[src/rtl/irq_arbiter.sv]
// Fixed-priority interrupt arbiter: tracks pending lines (edge or level per line) and
// presents one request at a time to the ID stage, holding it until the core acknowledges.
module irq_arbiter #(
    parameter int unsigned          NUM_IRQ   = 16,
    parameter logic [NUM_IRQ-1:0]   EDGE_MASK = '0
) (
    input  logic               clk,
    input  logic               reset_n,
    input  logic [NUM_IRQ-1:0] irq_src,
    input  logic [NUM_IRQ-1:0] irq_en,
    input  logic               global_ie,
    input  logic               irq_ack,
    output logic               irq_req,
    output logic [4:0]         irq_id,
    output logic [NUM_IRQ-1:0] irq_pending
);

    typedef enum logic [1:0] {
        S_IDLE,
        S_REQ,
        S_GAP
    } state_t;

    state_t             state;
    state_t             state_nxt;
    logic [NUM_IRQ-1:0] src_q;
    logic [NUM_IRQ-1:0] pending_nxt;
    logic [NUM_IRQ-1:0] eligible;
    logic [NUM_IRQ-1:0] ack_clear;
    logic [4:0]         winner;
    logic [4:0]         id_nxt;
    logic               any_eligible;
    logic               found;
    logic               ack_valid;

    // An ack only means something while a request is actually being presented.
    assign ack_valid = (state == S_REQ) && irq_ack;

    always_comb begin
        ack_clear = '0;
        for (int unsigned i = 0; i < NUM_IRQ; i++) begin
            ack_clear[i] = ack_valid && (irq_id == 5'(i));
        end
    end

    // Edge lines: a new rising edge beats a simultaneous ack clear.
    always_comb begin
        pending_nxt = irq_pending;
        for (int unsigned i = 0; i < NUM_IRQ; i++) begin
            if (EDGE_MASK[i]) begin
                if (irq_src[i] && !src_q[i]) begin
                    pending_nxt[i] = 1'b1;
                end else if (ack_clear[i]) begin
                    pending_nxt[i] = 1'b0;
                end
            end else begin
                pending_nxt[i] = irq_src[i];
            end
        end
    end

    always_comb begin
        eligible     = global_ie ? (irq_pending & irq_en) : '0;
        any_eligible = |eligible;
        winner       = '0;
        found        = 1'b0;
        for (int unsigned i = 0; i < NUM_IRQ; i++) begin
            if (eligible[i] && !found) begin
                winner = 5'(i);
                found  = 1'b1;
            end
        end
    end

    always_comb begin
        state_nxt = state;
        id_nxt    = irq_id;
        unique case (state)
            S_IDLE: begin
                if (any_eligible) begin
                    state_nxt = S_REQ;
                    id_nxt    = winner;
                end
            end
            S_REQ: begin
                if (irq_ack) begin
                    state_nxt = S_GAP;
                end
            end
            S_GAP: begin
                state_nxt = S_IDLE;
            end
            default: begin
                state_nxt = S_IDLE;
            end
        endcase
    end

    always_ff @(posedge clk) begin
        if (!reset_n) begin
            state       <= S_IDLE;
            irq_req     <= 1'b0;
            irq_id      <= '0;
            irq_pending <= '0;
            src_q       <= '0;
        end else begin
            state       <= state_nxt;
            irq_req     <= (state_nxt == S_REQ);
            irq_id      <= id_nxt;
            irq_pending <= pending_nxt;
            src_q       <= irq_src;
        end
    end

endmodule

[config.mk]
export PLATFORM = sky130hd
export DESIGN_NAME = irq_arbiter
export DESIGN_NICKNAME = d
export VERILOG_FILES = /design/src/rtl/irq_arbiter.sv
export SDC_FILE = /design/constraint.sdc
export NUM_CORES = 1
export LEC_CHECK = 0
export ABC_AREA = 0
export CAP_MARGIN = 30
export CORE_AREA = 8 8 61 63
export DETAILED_ROUTE_END_ITERATION = 16
export DIE_AREA = 0 0 69 71
export GPL_ROUTABILITY_DRIVEN = 0
export PLACE_DENSITY = 0.83
export SETUP_SLACK_MARGIN = 0.02
export SLEW_MARGIN = 25
export SYNTH_ARGS = -nofsm -noshare
export SYNTH_HDL_FRONTEND = slang
export SYNTH_SLANG_ARGS = --single-unit
[constraint.sdc]
create_clock -name clk -period 2.06 [get_ports clk]
set_clock_uncertainty 0.15 [all_clocks]
set_input_delay 0.309 -clock clk [delete_from_list [all_inputs] [get_ports clk]]
set_output_delay 0.309 -clock clk [all_outputs]
set_load 0.03 [all_outputs]
* After elaboration in Yosys (flattened, before gate mapping)
Cells that the tools add are included.
Cells by class: eq/ne operators 2, muxes and demuxes 34, bitwise gates (word level) 1, reductions and logical operators 33
Operators with widths (count):
- 2-to-1 mux 5 bit | 14
- AND 16 bit | 1
- 2-to-1 mux 1 bit | 16
- 2-to-1 mux 16 bit | 1
- OR reduction 16 bit | 1
- logical AND 1 bit | 15
- zero test 1 bit | 15
- == test 2 x 1 -> 1 bit (second input constant) | 2
- 2-to-1 mux 2 bit | 2
- case mux 2 bit (2 select lines) | 1
- zero test 2 bit | 1
- AND reduction 2 bit | 1
Storage, ports and cells: register bits after elaboration 24, output and inout port bits 22, logic and storage cells 74

* Logic depth before layout (Yosys ltp)
Gate-level depths: netlist of run 1.
depth in word-level cells 48, mapped depth 5, depth with buffers taken out 5

* Worst setup path after synthesis of run 1
Ideal clock, no wire load.
path kind flip-flop to flip-flop, start point reg irq_pending[2], end point reg irq_id[2], setup time 0.122 ns, data arrival time 1.495 ns, setup slack 0.293 ns, cell stages (with the launch flop) 6, clock period less this slack 1.767 ns, cell sequence dfxtp_1 -> a22oi_4 -> a41oi_4 -> o31a_1 -> or2_1 -> o311a_1
Between the ends: word-level cells in the longest chain between the ends 43
RTL lines:
- start, declared | RTL line 15 | output logic [NUM_IRQ-1:0] irq_pending
- start signal, assigned | RTL line 110 | irq_pending <= pending_nxt;
- AND 16 bit * | RTL line 63 | eligible = global_ie ? (irq_pending & irq_en) : '0;
- 2-to-1 mux 16 bit * | RTL line 63
- logical AND 1 bit | RTL line 68 | if (eligible[i] && !found) begin
- 2-to-1 mux 1 bit | RTL line 68
- zero test 1 bit | RTL line 68
- logical AND 1 bit | RTL line 68
- 2-to-1 mux 1 bit | RTL line 68
- zero test 1 bit | RTL line 68
- [27 not listed]
- logical AND 1 bit | RTL line 68
- 2-to-1 mux 1 bit | RTL line 68
- zero test 1 bit | RTL line 68
- logical AND 1 bit | RTL line 68
- 2-to-1 mux 1 bit | RTL line 68
- zero test 1 bit | RTL line 68
- logical AND 1 bit | RTL line 68
- 2-to-1 mux 5 bit | RTL line 68
- end signal, assigned | RTL line 109 | irq_id <= id_nxt;
- end, declared | RTL line 14 | output logic [4:0] irq_id,
Every way passes the cells marked *; elsewhere a longest branch is shown, timed or not. A chain may end at the register's enable or synchronous reset.

* Worst setup path after layout of run 1
start point reg irq_pending[7], end point out irq_pending[7]
No word-level cell between the ends.

==> impl_metrics.yaml, run 1 <==
routing:
  drc: 0
  drt_iter0_drc: 16
  antenna_left: 0
  num_vias: 977
  viasPerCell: 4.84
  drt_pass1_iterations: 4
  drt_wl_total_mm: 2.83
  avgRoutedWirePerCell_um: 14.0
global_route:
  antenna_found_initial: 0
  grt_pass1_vias: 1087
  grt_start_max_net_pins: 17
  grt_use_met3_pct: 7.13
  globalRouteTotalUtil_pct: 12.0
  gr-total-overflow: 0
  grt_pass1_wl_mm: 4.89
  grt.met2_usage_pct: 20.2
  busiest_layer: "met2"
  use_met1_pct: 11.5
timing:
  holdWs_ps: 360
  finalCritPeriodShare_pct: 93.4
  max_freq_mhz: 520
  rsz0062_at_grt: "no"
  setup_viol: 0
  slew_viol_final: 0
  fin_crit_ps: 1920
  final-hold-violation-count: 0
worst_setup_path:
  worstPathArrival_ps: 1460
  crit_family: "buffers and inverters"
  crit_chain: "clkdlybuf4s50_1"
  crit_path_end_kind: "output pin"
  critPathRequiredTime_ps: 1600
  cp_max_fo: 4
  crit_path_max_incr_delay_ps: 720
  crit_start: "irq_pending[7]$_SDFF_PN0_"
  reg2reg_from: "irq_pending[4]$_SDFF_PN0_"
  setup.worst_path.start_class: "register"
  worst-path-buf-inv: 1
  path_class: "reg2out"
  slowest_stage: "clkdlybuf4s50_1"
cells_and_area:
  final_cell_mix: "clkdlybuf4s50_1 (56), dfxtp_1 (23), and2_1 (16), nand2_1 (15), buf_4 (10)"
  mostFrequentLayoutCell: "clkdlybuf4s50_1"
  drive_gt1_share_pct: 12.4
  nFillCells: 253
  syn_to_final_growth_pct: 70.5
  layout.nets: 206
  finalNonFillerCells: 202
  utilization_pct: 58.6
  n_antenna_cell: 0
  design_area_um2: 1670
pwr:
  p_per_area_nw_per_um2: 624
  leakagePower_uw: 0.000694
  ir_drop_uv: 412
placed_design:
  place_inst: 198
  hpwl_mm: 2.44
  port_buffers: 56
  placed_cell_area_um2: 1650
synthesis:
  synth_top_flop_cell: "dfxtp_1"
  yosysWarnings: 0
  synth_fp_nets: 137
  synth_cells: 101
  netlist_area_um2: 981
  ys_types: 32
  synth_edf_count: 0
  syn_avg_cell_area_um2: 9.71
  async_flop_share_pct: 0
  synth-seq-cells: 23
  ys_seq_area_share_pct: 46.9
clock_network:
  clk_latency_ps: 310
  cts_resized: 0
  clockBufferDepth: 2
  htreeDepth: 1
  root_buffer: "clkbuf_4"
  hold_buffers: 0
  tritoncts: "yes"
  cts.sinks: 23
  path_clk_slew_ps: 130
  postCtsSetupRepairBufs: 0
  cts_buffers: 3
outcome:
  status: "finished clean"
die:
  core_area_um2: 2850
  die_area_um2: 4900
  fp.dieH_um: 71
  initial_core_util_pct: 34.4
  die_x_um: 69
  fp-row-count: 20
  io_pins: 58
min_path:
  worst_hold_startpoint: "state[0]$_SDFF_PN0_"
  min_path_type: "reg2reg"
run:
  drv_cap: 0
==> logic make-up (layout without fill, tap and decap cells) <==
group	Yosys count	in the layout	synth area share, %
simple gates	42	42	21.2
compound gates	31	31	29.6
flops	23	23	46.9
buf+inv	4	72	1.91
other cells	1	1	0.382
==> metrics by stage <==
step,TNS (ps),power (µW),setup slack (ps)
after floorplan,0,671,293
after global placement,-58.6,842,-58.6
after detailed placement,-235,847,-83.9
after CTS,0,1060,106
after global routing,0,1100,60.1
final,0,1040,136
==> path summary, 6_finish.rpt <==
| path | to | slack, ps | depth (start not counted) |
|---|---|---|---|
| min reg2reg | state[1]$_SDFF_PN0_ | 360 | 2 |
| max | irq_pending[7] | 140 | 1 |
| max reg2reg | irq_req$_SDFF_PN0_ | 340 | 5 |
| min | state[1]$_SDFF_PN0_ | 360 | 2 |
==> per-layer routing <==
| layer | wire, µm | up-vias |
|---|---|---|
| met1 | 1160 | 428 |
| met4 | 19 | 0 |
| met2 | 1300 | 43 |
| met3 | 351 | 2 |
| li1 | - | 504 |
| met5 | 0 | - |
==> cell type report <==
class	instances	area, µm²	area share, %
clock buffers	4	26.3	1.57
inverters	2	7.51	0.449
multi-input cells	74	502	30.0
flip-flops and latches	23	460	27.5
well taps	33	41.3	2.47
repair buffers	66	636	38.0
==> flip-flops by register name, indices dropped and copies added (netlist names) <==
register	count
irq_req	1
irq_pending	16
irq_id	4
state	2
==> cell usage after synthesis (2+ instances only) <==
cell type / instances / area, µm²
a22o_1: 3 / 26.3
nand2_1: 15 / 56.3
dfxtp_1: 23 / 460
a21oi_1: 5 / 25.0
and2_1: 16 / 100
nor3_1: 3 / 15.0
a22oi_4: 3 / 63.8
o21ai_0: 4 / 20.0
a32oi_1: 2 / 17.5
nor2_1: 5 / 18.8
==> power breakdown <==
| group | switching, µW | leakage [µW] | internal [µW] | total (µW) |
|---|---|---|---|---|
| Combinational | 152 | 0.000488 | 177 | 329 |
| Sequential | 25.4 | 0.000191 | 480 | 505 |
| Clock | 134 | 0.0000150 | 75.5 | 210 |
No activity file was read; power rests on OpenSTA's default activity.
==> run 2, diff against run 1 <==
--- a/config.mk
+++ b/config.mk
@@ -11,7 +11,7 @@
 export DETAILED_ROUTE_END_ITERATION = 16
 export DIE_AREA = 0 0 69 71
 export GPL_ROUTABILITY_DRIVEN = 0
-export PLACE_DENSITY = 0.83
+export PLACE_DENSITY = 0.85
 export SETUP_SLACK_MARGIN = 0.02
 export SLEW_MARGIN = 25
 export SYNTH_ARGS = -nofsm -noshare
==> run 2 against run 1 <==
Utilization unchanged; cell count is the same; clock-buffer cell count did not move; global-route usage up 0.27 points; worst hold slack gained 4.5 ps; sequential share of layout area is the same; sequential cell count unchanged; combinational power is essentially flat; register-to-register slack is essentially flat; critical path depth is the same; largest cell class unchanged; highest routed layer unchanged.
==> impl_metrics.yaml, run 2 (synthesis results as in run 1) <==
outcome:
  status: "finished clean"
timing:
  setup_viol: 0
  final-hold-violation-count: 0
  max_freq_mhz: 517
  holdWs_ps: 364
  finalCritPeriodShare_pct: 93.9
  rsz0062_at_grt: "no"
  finalSetupTns_ps: 0
  slew_viol_final: 0
  fin_crit_ps: 1930
  setup_ws_ps: 126
global_route:
  grt_start_max_net_pins: 16
  globalRouteTotalUtil_pct: 12.3
  grt_pass1_wl_mm: 5.06
  grt_pass1_vias: 1143
  antenna_found_initial: 0
  gr-total-overflow: 0
pwr:
  seqPwrFrac_pct: 48.4
  combinationalPowerShare_pct: 31.6
  switching_share_pct: 30.0
  ir_drop_uv: 434
  p_per_area_nw_per_um2: 625
  leakagePower_uw: 0.000694
  p_sw_uw: 314
  intPower_uw: 732
  p_total_uw: 1050
  power.clock.fraction_pct: 20.0
cells_and_area:
  top_regs: "irq_pending (16), irq_id (4), state (2)"
  regMostFlops: "irq_pending"
  largest_reg_flops: 16
  n_antenna_cell: 0
  layout.nets: 206
  final_cell_mix: "clkdlybuf4s50_1 (56), dfxtp_1 (23), and2_1 (16), nand2_1 (15), buf_4 (10)"
  design_area_um2: 1670
  syn_to_final_growth_pct: 70.5
  mostFrequentLayoutCell: "clkdlybuf4s50_1"
  drive_gt1_share_pct: 12.4
worst_setup_path:
  worstPathArrival_ps: 1480
  slowest_stage: "clkdlybuf4s50_1"
  crit_chain: "clkdlybuf4s50_1"
  timing.reg2reg.setup_slack_ps: 350
  critPathRequiredTime_ps: 1600
  rr_endpoint: "irq_req$_SDFF_PN0_"
  path_class: "reg2out"
  r2r_cells: 5
  crit_path_max_incr_delay_ps: 710
  reg2reg_from: "irq_pending[4]$_SDFF_PN0_"
  crit_path_end_kind: "output pin"
  cp_max_fo: 4
  crit_family: "buffers and inverters"
  worst-path-buf-inv: 1
  setup.worst_path.start_class: "register"
routing:
  antenna_left: 0
  num_vias: 1000
  avgRoutedWirePerCell_um: 14.6
  drt_pass1_iterations: 4
  viasPerCell: 4.95
  drt_iter0_drc: 15
  drc: 0
  drt_wl_total_mm: 2.96
placed_design:
  pre_cts_ws_ps: -51.2
  hpwl_mm: 2.46
  port_buffers: 56
  placed_cell_area_um2: 1650
clock_network:
  cts.sinks: 23
  cts_resized: 0
  tritoncts: "yes"
  clockBufferDepth: 2
  postCtsSetupRepairBufs: 0
  htreeDepth: 1
  path_clk_slew_ps: 120
  root_buffer: "clkbuf_4"
  hold_buffers: 0
  clk_latency_ps: 310
  cts_buffers: 3
run:
  drv_cap: 0
die:
  die_x_um: 69
  fp-row-count: 20
  initial_core_util_pct: 34.4
  core_area_um2: 2850
  fp.dieH_um: 71
  die_area_um2: 4900
  io_pins: 58
min_path:
  min_to: "irq_id[3]$_SDFFE_PN0P_"
  min_path_type: "reg2reg"
  worst_hold_startpoint: "irq_id[3]$_SDFFE_PN0P_"
  holdPathStages: 2
-- run 2: cell counts in the layout (fill, tap and decap cells not counted) --
Identical to the previous run, type by type.
-- run 2: metrics by stage --
stage               cells  utilization, %
floorplan             101               -
global placement      198            57.7
detailed placement    198            57.7
CTS                   202            58.6
global route          202            58.6
finish                202            58.6
-- run 2: area by class of cell --
| cell class | instances | area [µm²] |
|---|---|---|
| fill | 254 | 1180 |
| timing repair buffer | 66 | 636 |
| multi-input combinational | 74 | 502 |
| sequential | 23 | 460 |
| tap | 33 | 41.3 |
| clock buffer | 4 | 26.3 |
| inverter | 2 | 7.51 |
-- run 2: worst max path at each step --
stage          depth (start not counted)  slack (ps)                       from                endpoint
2_1_floorplan                          5         290  irq_pending[2]$_SDFF_PN0_  irq_id[2]$_SDFFE_PN0P_
6_report                               1         130  irq_pending[7]$_SDFF_PN0_          irq_pending[7]
3_5_place_dp                           6         -50                  irq_en[0]  irq_id[2]$_SDFFE_PN0P_
4_1_cts                                1         110  irq_pending[7]$_SDFF_PN0_          irq_pending[7]
3_3_place_gp                           6         -30                 irq_en[12]  irq_id[2]$_SDFFE_PN0P_
5_1_grt                                1          60  irq_pending[7]$_SDFF_PN0_          irq_pending[7]
-- run 2: per-layer routing --
metal / track usage [%] / share of wire [%] / vias to the layer above
li1: - / - / 499
met1: 12.7 / 42 / 443
met2: 19.9 / 44 / 54
met3: 6.43 / 12 / 4
met4: 6.15 / 1.8 / 0
met5: 0 / 0 / -
-- run 2: power groups by stage --
stage / Combinational, µW / Sequential, µW / Clock (µW)
after floorplan: 97.3 / 574 / 0
after global placement: 327 / 514 / 0
after detailed placement: 331 / 517 / 0
after CTS: 333 / 507 / 213
after global routing: 355 / 512 / 238
final: 330 / 506 / 209
-- run 2: worst min-delay path, stage by stage (launching register included) --
cell	delay, ps
dfxtp_1	330
nor2_1	100
a211oi_1	50
